===== src/rtl/vga_timing_pkg.sv =====
// Shared types and default mode constants for the VGA timing controller.
// Default mode is 1024x768 @ 70 Hz.
package vga_timing_pkg;

   // Phase of one scan axis, in the order the axis visits them
   typedef enum logic [1:0] {
      PH_ACTIVE,
      PH_FRONT,
      PH_SYNC,
      PH_BACK
   } vga_phase_t;

   localparam int DEF_H_ACTIVE = 1024;
   localparam int DEF_H_FRONT  = 24;
   localparam int DEF_H_SYNC   = 136;
   localparam int DEF_H_BACK   = 144;

   localparam int DEF_V_ACTIVE = 768;
   localparam int DEF_V_FRONT  = 3;
   localparam int DEF_V_SYNC   = 6;
   localparam int DEF_V_BACK   = 29;

   localparam int DEF_H_TOTAL = DEF_H_ACTIVE + DEF_H_FRONT + DEF_H_SYNC + DEF_H_BACK;
   localparam int DEF_V_TOTAL = DEF_V_ACTIVE + DEF_V_FRONT + DEF_V_SYNC + DEF_V_BACK;

   // Number of counts in one full pass of an axis
   function automatic int axis_total(input int active, input int front,
                                     input int sync, input int back);
      return active + front + sync + back;
   endfunction

endpackage


===== src/rtl/vga_axis_sequencer.sv =====
// One scan axis: a wrapping position counter with its ACTIVE/FRONT/SYNC/BACK
// phase. The count/phase outputs show the position the axis holds after the
// current edge (equal to the held position when advance=0), so the parent can
// register outputs that line up with the counter without a latency slip.
module vga_axis_sequencer
   import vga_timing_pkg::*;
#(
   parameter int ACTIVE = DEF_H_ACTIVE,
   parameter int FRONT  = DEF_H_FRONT,
   parameter int SYNC   = DEF_H_SYNC,
   parameter int BACK   = DEF_H_BACK,
   parameter int WIDTH  = 11
) (
   input  logic             clk,
   input  logic             reset,
   input  logic             advance,
   output logic [WIDTH-1:0] count,
   output vga_phase_t       phase,
   output logic             wrap
);

   localparam int TOTAL = axis_total(ACTIVE, FRONT, SYNC, BACK);
   localparam logic [WIDTH-1:0] LAST        = WIDTH'(TOTAL - 1);
   localparam logic [WIDTH-1:0] FRONT_START = WIDTH'(ACTIVE);
   localparam logic [WIDTH-1:0] SYNC_START  = WIDTH'(ACTIVE + FRONT);
   localparam logic [WIDTH-1:0] BACK_START  = WIDTH'(ACTIVE + FRONT + SYNC);
   localparam logic [WIDTH-1:0] ONE         = WIDTH'(1);

   logic [WIDTH-1:0] count_q;
   vga_phase_t       phase_q;

   // Range decode; an empty range never matches, so zero-length phases drop out
   function automatic vga_phase_t phase_of(input logic [WIDTH-1:0] c);
      if (c < FRONT_START)     return PH_ACTIVE;
      else if (c < SYNC_START) return PH_FRONT;
      else if (c < BACK_START) return PH_SYNC;
      else                     return PH_BACK;
   endfunction

   // Position/phase state; reset parks on the last count so the next advance lands on 0
   always_ff @(posedge clk) begin
      if (reset) begin
         count_q <= LAST;
         phase_q <= PH_BACK;
      end else begin
         count_q <= count;
         phase_q <= phase;
      end
   end

   // Next position and phase, wrapping from the last count back to 0
   always_comb begin
      wrap  = 1'b0;
      count = count_q;
      phase = phase_q;
      if (advance) begin
         if (count_q == LAST) begin
            wrap  = 1'b1;
            count = '0;
         end else begin
            count = count_q + ONE;
         end
         phase = phase_of(count);
      end
   end

endmodule


===== src/rtl/vga_timing_controller.sv =====
// VGA timing generator: horizontal and vertical axis sequencers advanced by the
// pixel tick, with all outputs registered on the same edge as the counters.
// Optional macro VGA_TIMING_LINE_START_EN adds a line_start pulse output.
module vga_timing_controller
   import vga_timing_pkg::*;
#(
   parameter int H_ACTIVE   = DEF_H_ACTIVE,
   parameter int H_FRONT    = DEF_H_FRONT,
   parameter int H_SYNC     = DEF_H_SYNC,
   parameter int H_BACK     = DEF_H_BACK,
   parameter int V_ACTIVE   = DEF_V_ACTIVE,
   parameter int V_FRONT    = DEF_V_FRONT,
   parameter int V_SYNC     = DEF_V_SYNC,
   parameter int V_BACK     = DEF_V_BACK,
   parameter bit H_SYNC_POL = 1'b0,
   parameter bit V_SYNC_POL = 1'b0,
   parameter int H_WIDTH    = 11,
   parameter int V_WIDTH    = 10
) (
   input  logic               control_clock,
   input  logic               reset,
   input  logic               enable,
   output logic               h_sync,
   output logic               v_sync,
   output logic               display_enable,
   output logic [H_WIDTH-1:0] pixel_x,
   output logic [V_WIDTH-1:0] pixel_y,
   output logic               frame_start
`ifdef VGA_TIMING_LINE_START_EN
   ,
   output logic               line_start
`endif
);

   logic [H_WIDTH-1:0] h_count;
   logic [V_WIDTH-1:0] v_count;
   vga_phase_t         h_phase;
   vga_phase_t         v_phase;
   logic               h_wrap;
   logic               v_wrap;
   logic               active;

   vga_axis_sequencer #(
      .ACTIVE (H_ACTIVE),
      .FRONT  (H_FRONT),
      .SYNC   (H_SYNC),
      .BACK   (H_BACK),
      .WIDTH  (H_WIDTH)
   ) u_h_axis (
      .clk     (control_clock),
      .reset   (reset),
      .advance (enable),
      .count   (h_count),
      .phase   (h_phase),
      .wrap    (h_wrap)
   );

   // The vertical axis steps only on the enabled edge where the line wraps
   vga_axis_sequencer #(
      .ACTIVE (V_ACTIVE),
      .FRONT  (V_FRONT),
      .SYNC   (V_SYNC),
      .BACK   (V_BACK),
      .WIDTH  (V_WIDTH)
   ) u_v_axis (
      .clk     (control_clock),
      .reset   (reset),
      .advance (h_wrap),
      .count   (v_count),
      .phase   (v_phase),
      .wrap    (v_wrap)
   );

   // Visible region of the position being entered on this edge
   always_comb begin
      active = (h_phase == PH_ACTIVE) && (v_phase == PH_ACTIVE);
   end

   // Output register: updates with the counters, holds while enable=0, pulses self-clear
   always_ff @(posedge control_clock) begin
      if (reset) begin
         h_sync         <= ~H_SYNC_POL;
         v_sync         <= ~V_SYNC_POL;
         display_enable <= 1'b0;
         pixel_x        <= '0;
         pixel_y        <= '0;
         frame_start    <= 1'b0;
      end else begin
         frame_start <= 1'b0;
         if (enable) begin
            h_sync         <= (h_phase == PH_SYNC) ? H_SYNC_POL : ~H_SYNC_POL;
            v_sync         <= (v_phase == PH_SYNC) ? V_SYNC_POL : ~V_SYNC_POL;
            display_enable <= active;
            pixel_x        <= active ? h_count : '0;
            pixel_y        <= active ? v_count : '0;
            frame_start    <= h_wrap && v_wrap;
         end
      end
   end

`ifdef VGA_TIMING_LINE_START_EN
   // Start-of-line pulse on every line, blanking lines included
   always_ff @(posedge control_clock) begin
      if (reset) begin
         line_start <= 1'b0;
      end else begin
         line_start <= enable && h_wrap;
      end
   end
`endif

endmodule


===== config.mk =====
export PLATFORM = sky130hd
export DESIGN_NAME = vga_timing_controller
export DESIGN_NICKNAME = d
export VERILOG_FILES = /design/src/rtl/vga_timing_pkg.sv /design/src/rtl/vga_axis_sequencer.sv /design/src/rtl/vga_timing_controller.sv
export SDC_FILE = /design/constraint.sdc
export NUM_CORES = 1
export LEC_CHECK = 0
export ABC_AREA = 0
export BUFFER_PORTS_ARGS = -buffer_cell sky130_fd_sc_hd__buf_2
export CAP_MARGIN = 30
export CORE_AREA = 2 2 75 77
export DETAILED_ROUTE_END_ITERATION = 10
export DIE_AREA = 0 0 77 79
export PLACE_DENSITY = 0.71
export SLEW_MARGIN = 30
export SYNTH_ARGS = -nofsm -noshare
export SYNTH_HDL_FRONTEND = slang
export SYNTH_SLANG_ARGS = --single-unit

===== constraint.sdc =====
create_clock -name control_clock -period 2.2 [get_ports control_clock]
set_input_delay 0 -clock control_clock [delete_from_list [all_inputs] [get_ports control_clock]]
set_output_delay 0 -clock control_clock [all_outputs]
set_load 0.03 [all_outputs]

# Word level (Yosys, flattened, before mapping)

Index checks and enable logic that the tools add are counted.

Bits in registers: 50

Multiplexer cells: 22
Eq/ne operators: 4
$lt $le $gt $ge: 6
Bitwise logic cells: 1
Add/subtract/negate cells: 2
Reduce and logical (&&, ||, !) cells: 5

Operator list:

| operator                | count |
|---|---|
| $mux W11                | 4 |
| $mux W10                | 4 |
| $lt A11 B11 Y1 const B  | 3 |
| $lt A10 B10 Y1 const B  | 3 |
| $mux W2                 | 6 |
| $add A11 B1 Y11 const B | 1 |
| $eq A11 B11 Y1 const B  | 1 |
| $add A10 B1 Y10 const B | 1 |
| $eq A10 B10 Y1 const B  | 1 |
| $mux W1                 | 8 |
| $eq A2 B2 Y1 const B    | 2 |
| $logic_not A2 Y1        | 2 |
| $logic_and A1 B1 Y1     | 2 |
| $reduce_or A2 Y1        | 1 |
| $not A1 Y1              | 1 |

# Logic depth before layout (Yosys ltp)

Gate-level depths: netlist of the first run.

Depth after elaboration: 12
Depth in mapped cells: 11

# Cells and area by module

A second synthesis of the first run with hierarchy kept.

Cell total of the unflattened synthesis: 296
Area total of the unflattened synthesis: 2673.8 µm²

Modules (own cells, without submodules):

| module                         | sequential area each (µm²) | cells each | area an instance (µm²) | instances |
|---|---|---|---|---|
| vga_axis_sequencer at u_h_axis | 260.2                      | 126        | 982.2                  | 1 |
| vga_axis_sequencer at u_v_axis | 240.2                      | 107        | 847.1                  | 1 |
| vga_timing_controller          | 500.5                      | 63         | 844.6                  | 1 |

# Worst setup path before layout of the first run

Ideal clock, no wire load.

Path kind: register to register
From: register u_h_axis.count_q[0]
To: register pixel_x[1]
Required time: 2083 ps
Stages on the path, launching flop included: 12
Path buffers: 4
Slack: -125 ps
Arrival: 2207 ps
Period minus slack after synthesis: 2325 ps
Cells stage by stage: dfxtp_1 > ha_1 > buf_2 > and3_1 > buf_2 > nand4_4 > or2_0 > buf_2 > o211a_4 > and2_4 > buf_6 > a32o_1

Word-level cells in the longest chain between the ends: 11
Elaborated cells between the ends (all ways): 19
Those cells by class: add/sub (1); order compare (3); eq/ne (1); mux (11); reduce/logical (3)

Ends and longest elaborated chain:

| element                                                  | line                                               | text |
|---|---|---|
| from (decl)                                              | vga_axis_sequencer.sv:29                           | `logic [WIDTH-1:0] count_q;` |
| from (signal assigned)                                   | vga_axis_sequencer.sv:46                           | `count_q <= count;` |
| $add A11 B1 Y11 / $eq A11 B11 Y1 (equally long branches) | vga_axis_sequencer.sv:61, vga_axis_sequencer.sv:57 |  |
| $mux W11                                                 | vga_axis_sequencer.sv:57                           | `if (count_q == LAST) begin` |
| $mux W11                                                 | vga_axis_sequencer.sv:56                           | `if (advance) begin` |
| $lt A11 B11 Y1                                           | vga_axis_sequencer.sv:36                           | `else if (c < BACK_START) return PH_SYNC;` |
| $mux W1                                                  | vga_axis_sequencer.sv:36                           |  |
| $mux W2                                                  | vga_axis_sequencer.sv:35                           | `else if (c < SYNC_START) return PH_FRONT;` |
| $mux W2                                                  | vga_axis_sequencer.sv:34                           | `if (c < FRONT_START) return PH_ACTIVE;` |
| $mux W2                                                  | vga_axis_sequencer.sv:56                           |  |
| $logic_not A2 Y1                                         | vga_timing_controller.sv:76                        | `active = (h_phase == PH_ACTIVE) && (v_phase == PH_ACTIVE);` |
| $logic_and A1 B1 Y1                                      | vga_timing_controller.sv:76                        |  |
| $mux W11 (*)                                             | vga_timing_controller.sv:94                        | `pixel_x <= active ? h_count : '0;` |
| to (signal assigned)                                     | vga_timing_controller.sv:94                        |  |
| to (decl)                                                | vga_timing_controller.sv:26                        | `output logic [H_WIDTH-1:0] pixel_x,` |

Mark *: on every way between the ends. The rest lies on a longest branch, timed or not. The select of a mux whose other input is x is not followed.
A chain may end at the register's enable or synchronous reset.

# Worst setup path in the final report of the first run

From: register u_v_axis.count_q[0]
To: register pixel_x[1]

Word-level cells in the longest chain between the ends: 11
Elaborated cells between the ends (all ways): 14
Those cells by class: add/sub (1); order compare (3); eq/ne (1); mux (7); reduce/logical (2)

Ends and longest elaborated chain:

| element                                                  | line |
|---|---|
| from (decl)                                              | vga_axis_sequencer.sv:29 |
| from (signal assigned)                                   | vga_axis_sequencer.sv:46 |
| $add A10 B1 Y10 / $eq A10 B10 Y1 (equally long branches) | vga_axis_sequencer.sv:61, vga_axis_sequencer.sv:57 |
| $mux W10 (*)                                             | vga_axis_sequencer.sv:57 |
| $mux W10 (*)                                             | vga_axis_sequencer.sv:56 |
| $lt A10 B10 Y1                                           | vga_axis_sequencer.sv:36 |
| $mux W1                                                  | vga_axis_sequencer.sv:36 |
| $mux W2                                                  | vga_axis_sequencer.sv:35 |
| $mux W2 (*)                                              | vga_axis_sequencer.sv:34 |
| $mux W2 (*)                                              | vga_axis_sequencer.sv:56 |
| $logic_not A2 Y1 (*)                                     | vga_timing_controller.sv:76 |
| $logic_and A1 B1 Y1 (*)                                  | vga_timing_controller.sv:76 |
| $mux W11 (*)                                             | vga_timing_controller.sv:94 |

Marks and branches as above.

==> impl_metrics.json, run 1 <==
{
  "first_iter_violations": 192,
  "gp_congestion": 0.895,
  "end_kind": "register",
  "critPathTopFamily": "simple AND/OR/NAND/NOR gates",
  "cts-buffers-inserted": 5,
  "synth_flop_cell": "dfxtp_1",
  "maxSlewViolCount": 0,
  "wl_per_cell_um": 15.4,
  "finClkSkew_ns": 0.00449,
  "worstSetupPathType": "reg2reg",
  "synthDistinctLibCells": 56,
  "dr_total_vias": 2411,
  "fmax_mhz": 462,
  "crit_path_start_kind": "register",
  "drv_cap": 0,
  "required_ns": 2.45,
  "htree_levels": 2,
  "via_per_inst": 5.82,
  "port_buffers": 27,
  "die_h_um": 79,
  "finalSetupTns_ns": 0,
  "path_buf_inv": 1,
  "rsz0062_at_grt": "no",
  "hold_violations": 0,
  "die_x_um": 77,
  "path_max_fanout": 12,
  "seq_area_frac_synth": 0.371,
  "post-place-cells": 405,
  "die-area_um2": 6080,
  "worst_pin_slew_ns": 0.484,
  "grt_pass1_wl_um": 10400,
  "clkSlewWorstSetupHoldPaths_ns": 0.09,
  "grt_max_degree": 19,
  "io_pins": 28,
  "first_pass_iters": 4,
  "outcome": "finished, final reports clean",
  "p_leak_nw": 1.21,
  "ys.warnings.count": 0,
  "synth_seq_cells": 48,
  "finalSetupViolCount": 0,
  "final_common_cell": "dfxtp_1",
  "relSlewSlack": 0.677,
  "antenna_found_initial": 0,
  "clk_latency_ns": 0.30,
  "slowest_stage": "nor4bb_1",
  "synth.avg_cell_area_um2": 8.37,
  "mostFrequentLayoutCells": "46 x dfxtp_1, 28 x nand2_1, 27 x buf_2",
  "power.density_nw_per_um2": 723,
  "hold_class": "in2reg",
  "drive_above_1_share": 0.222,
  "synth_edf_count": 0,
  "synthArstFlopShare": 0,
  "start_util": 0.485,
  "syn2layout_area_growth_pct": 17.7,
  "p_int_w": 0.00151,
  "slowest_delay_ns": 0.38,
  "wl_um": 6400,
  "final_antenna_net_count": 0,
  "netlist_area_um2": 2590,
  "syn_nets": 315,
  "gr-usage-all-layers": 0.216,
  "fin_crit_sh": 0.984,
  "layout.cells.non_filler": 414,
  "comb_power_share": 0.273,
  "pwr-share-seq": 0.440,
  "dpl.hpwl_um": 4560,
  "cts.path.max_buffers": 2,
  "final.min_clock_period_ns": 2.16,
  "syn_inst": 309,
  "cts.sinks": 48,
  "clockPowerShare": 0.286,
  "p_sw_frac": 0.315,
  "cts_tree": "built",
  "rows": 27,
  "p_switching_w": 0.000693,
  "grt_overflow_total": 0,
  "cp.arrival_ns": 2.42,
  "core_um2": 5340,
  "grt_pass1_vias": 2128,
  "diodes": 0,
  "ir_worst_vdd_uv": 313,
  "hold_buffers": 0,
  "root_buffer": "clkbuf_8",
  "nets": 347,
  "drc": 0,
  "crit_chain": "buf_4, ha_4, nand4_1, nor4bb_1, or2_0, o211a_4, and2_4, a32o_1"
}
[cells by family (layout without fill, tap and decap cells)]
group / Yosys count / in the layout / share of synthesized area
flops: 48 / 48 / 0.371
simple gates: 128 / 128 / 0.284
fa+ha+maj: 3 / 3 / 0.0145
compound gates: 84 / 84 / 0.227
buf+inv: 33 / 66 / 0.0595
xor+xnor: 13 / 13 / 0.0440
[sequential cells by signal (all words and copies together) (netlist names)]
| signal | cells |
|---|---|
| pixel_x | 11 |
| u_h_axis.count_q | 11 |
| pixel_y | 10 |
| u_v_axis.count_q | 10 |
| u_v_axis.phase_q | 2 |
| display_enable | 1 |
| frame_start | 1 |
| h_sync | 1 |
| v_sync | 1 |
[layer usage]
metal / up-vias / share of wire / track usage
met5: - / 0 / 0
li1: 1193 / - / -
met3: 13 / 0.070 / 0.0477
met2: 94 / 0.43 / 0.323
met1: 1111 / 0.48 / 0.306
met4: 0 / 0.020 / 0.0786
[synth_stat cells (3+ instances only)]
master | instances | area, um2
nand4_1 | 9 | 56.3
nor4_1 | 3 | 18.8
o211ai_1 | 5 | 37.5
o311ai_0 | 3 | 26.3
buf_2 | 11 | 55.1
a21oi_1 | 13 | 65.1
nand2_1 | 28 | 105
xnor2_1 | 8 | 70.1
a22o_1 | 11 | 96.3
o21ai_0 | 24 | 120
inv_1 | 7 | 26.3
ha_1 | 3 | 37.5
or4_1 | 3 | 22.5
clkbuf_1 | 12 | 45.0
a211o_1 | 3 | 26.3
xor2_1 | 5 | 43.8
a32o_1 | 5 | 50.1
nor2_1 | 20 | 75.1
nand2b_1 | 11 | 68.8
nand3_1 | 10 | 50.1
nor3_1 | 10 | 50.1
and3_1 | 9 | 56.3
or3_1 | 3 | 18.8
and2_1 | 4 | 25.0
dfxtp_1 | 48 | 961
[path summary, 6_finish.rpt]
| check | start | endpoint | slack (ns) | cells after the start |
|---|---|---|---|---|
| setup / recovery | u_v_axis.count_q[0]$_SDFF_PP1_ | pixel_x[1]$_SDFFE_PP0P_ | 0.04 | 8 |
| hold reg to reg | pixel_x[2]$_SDFFE_PP0P_ | pixel_x[2]$_SDFFE_PP0P_ | 0.46 | 2 |
| hold / removal | reset | u_h_axis.count_q[6]$_SDFF_PP0_ | 0.08 | 2 |
| setup reg to reg | u_v_axis.count_q[0]$_SDFF_PP1_ | pixel_x[1]$_SDFFE_PP0P_ | 0.04 | 8 |
[final cells by class]
| cell class | instances | area, um2 |
|---|---|---|
| inverters | 7 | 26.3 |
| repair buffers | 51 | 315 |
| multi-input cells | 228 | 1540 |
| clock inverters | 2 | 35.0 |
| well taps | 72 | 90.1 |
| fillers | 517 | 2290 |
| flip-flops and latches | 48 | 966 |
| clock buffers | 6 | 72.6 |
[power groups by stage]
| stage | logic, W | registers, W | clock network, W |
|---|---|---|---|
| 5_1_grt | 0.000653 | 0.000976 | 0.000680 |
| 3_3_place_gp | 0.000564 | 0.000985 | 0 |
| 3_5_place_dp | 0.000575 | 0.000985 | 0 |
| 2_1_floorplan | 0.000422 | 0.000988 | 0 |
| 4_1_cts | 0.000578 | 0.000967 | 0.000642 |
| 6_report | 0.000602 | 0.000970 | 0.000630 |
[per-stage QoR]
stage / setup WS (ns) / area [um2] / utilization / power [W] / hold slack, ns
after detailed placement: 0.0665 / 2870 / 0.538 / 0.00156 / 0.404
final: 0.0357 / 3050 / 0.571 / 0.00220 / 0.0799
after floorplan: 0.00248 / 2620 / - / 0.00141 / 0.167
after CTS: 0.0288 / 2980 / 0.558 / 0.00219 / 0.0866
after global placement: 0.0753 / 2870 / 0.538 / 0.00155 / 0.391
after global routing: 0.00408 / 3050 / 0.571 / 0.00231 / 0.0970
[what timing repair did]
action,4_1_cts,5_1_grt
buffers inserted,0,1
resized for setup,0,11
hold endpoints to repair,0,0
setup endpoints to repair,0,19
No activity file was read; power rests on OpenSTA's default activity.
==> inputs of run 2 (changes only) <==
REMOVE_ABC_BUFFERS = 1   (was not set)
==> run 2 against run 1 <==
Compared with the run above:
- die area stayed put
- critical path depth is 1 lower
- cell count is 0.72% higher
- worst setup slack better by 0.073 ns
- flip-flop and latch count stayed put
- global-route usage is 0.33 points higher
- non-clock buffer count is 3 higher
- fmax is 3.5% higher
- clock power is 1% higher
- design area is 0.21% lower
- register-to-register slack better by 0.07 ns
- critical endpoint unchanged
- largest power group unchanged
==> impl_metrics.json, run 2 (synthesis gave the netlist of run 1 again) <==
{
  "cts_tree": "built",
  "reg2reg_depth": 7,
  "layout.cells.non_filler": 417,
  "die_x_um": 77,
  "grt_max_degree": 18,
  "die_h_um": 79,
  "worst_pin_slew_ns": 0.532,
  "hold_class": "in2reg",
  "min_from": "enable",
  "start_util": 0.485,
  "clkSlewWorstSetupHoldPaths_ns": 0.09,
  "gp_congestion": 0.885,
  "final_common_cell": "dfxtp_1",
  "outcome": "finished, final reports clean",
  "drive_above_1_share": 0.235,
  "ir_worst_vdd_uv": 352,
  "fin_crit_sh": 0.951,
  "p_leak_nw": 1.22,
  "grt_pass1_wl_um": 10800,
  "finalSetupViolCount": 0,
  "hold_violations": 0,
  "dpl.hpwl_um": 4430,
  "core_um2": 5340,
  "first_pass_iters": 6,
  "crit_chain": "ha_2, nand4_1, or4_1, a31oi_2, o211a_4, and2_4, a32o_1",
  "cts_resized": 0,
  "end_kind": "register",
  "post-place-cells": 409,
  "die-area_um2": 6080,
  "pre_cts_ws_ns": 0.0665,
  "wl_per_cell_um": 15.4,
  "mostFrequentLayoutCells": "43 x dfxtp_1, 28 x nand2_1, 27 x buf_2, 27 x buf_4",
  "nets": 350,
  "gr-usage-all-layers": 0.220,
  "crit_path_start_kind": "register",
  "path_buf_inv": 0,
  "hold_buffers": 0,
  "power.density_nw_per_um2": 726,
  "clk_latency_ns": 0.30,
  "cp.arrival_ns": 2.34,
  "drv_cap": 0,
  "rows": 27,
  "grt_pass1_vias": 2219,
  "cts-buffers-inserted": 5,
  "fmax_mhz": 478,
  "io_pins": 28,
  "maxSlewViolCount": 0,
  "diodes": 0,
  "cts.path.max_buffers": 2,
  "grt_overflow_total": 0,
  "drc": 0,
  "finClkSkew_ns": 0.00318,
  "required_ns": 2.45,
  "first_iter_violations": 326,
  "root_buffer": "clkbuf_8",
  "cts_setup_buffers": 0,
  "final_antenna_net_count": 0,
  "timing.final.ws_setup_ns": 0.109,
  "whs_path_depth": 2,
  "slowest_delay_ns": 0.52,
  "r2r-end": "pixel_x[1]$_SDFFE_PP0P_",
  "biggestRegsByFlops": "pixel_x (11), u_h_axis.count_q (11)",
  "critPathTopFamily": "simple AND/OR/NAND/NOR gates",
  "timing.rr.start": "u_h_axis.count_q[1]$_SDFF_PP1_",
  "slowest_stage": "or4_1",
  "finalSetupTns_ns": 0,
  "reg2reg_slack_ns": 0.11,
  "dr_total_vias": 2438,
  "relSlewSlack": 0.645,
  "final.min_clock_period_ns": 2.09,
  "worstSetupPathType": "reg2reg",
  "cts.sinks": 48,
  "syn2layout_area_growth_pct": 17.5,
  "port_buffers": 27,
  "htree_levels": 2,
  "via_per_inst": 5.85,
  "hold_end": "v_sync$_SDFFE_PP1P_",
  "wl_um": 6420,
  "antenna_found_initial": 0,
  "path_max_fanout": 10
}
==> run 2: report_power, final <==
group          leakage, nW  switching (W)  internal, W  total, W
Sequential           0.391      0.0000546     0.000915  0.000970
Combinational        0.775       0.000339     0.000260  0.000599
Clock               0.0552       0.000300     0.000338  0.000638
==> run 2: layout make-up <==
cell class | instances | area (um2)
fill | 533 | 2300
sequential | 48 | 967
multi-input combinational | 228 | 1510
inverter | 7 | 26.3
timing repair buffer | 54 | 338
tap | 72 | 90.1
clock buffer | 6 | 72.6
clock inverter | 2 | 35.0
==> run 2: per-layer routing <==
| layer | GRT usage | up-vias | wire, um |
|---|---|---|---|
| li1 | - | 1196 | - |
| met1 | 0.311 | 1132 | 3030 |
| met2 | 0.342 | 101 | 2870 |
| met3 | 0.0364 | 9 | 475 |
| met4 | 0.0696 | 0 | 52 |
| met5 | 0 | - | 0 |
==> run 2: stage by stage <==
step                area, um2  power [W]  hold WS (ns)   util
floorplan                2460    0.00136        0.0691      -
global placement         2890    0.00154         0.389  0.541
detailed placement       2890    0.00155         0.385  0.541
CTS                      3000    0.00219        0.0906  0.561
global route             3040    0.00232        0.0912  0.570
finish                   3040    0.00221        0.0832  0.570
==> run 2: worst max path at each step <==
stage / from / slack [ns] / depth (start not counted) / to
4_1_cts: u_h_axis.count_q[1]$_SDFF_PP1_ / 0.02 / 7 / pixel_x[1]$_SDFFE_PP0P_
3_5_place_dp: u_h_axis.count_q[1]$_SDFF_PP1_ / 0.07 / 7 / pixel_x[1]$_SDFFE_PP0P_
6_report: u_h_axis.count_q[1]$_SDFF_PP1_ / 0.11 / 7 / pixel_x[1]$_SDFFE_PP0P_
3_3_place_gp: u_v_axis.count_q[0]$_SDFF_PP1_ / 0.09 / 8 / v_sync$_SDFFE_PP1P_
2_1_floorplan: u_v_axis.count_q[0]$_SDFF_PP1_ / -0.27 / 7 / pixel_x[1]$_SDFFE_PP0P_
5_1_grt: u_v_axis.count_q[0]$_SDFF_PP1_ / -0.01 / 7 / v_sync$_SDFFE_PP1P_
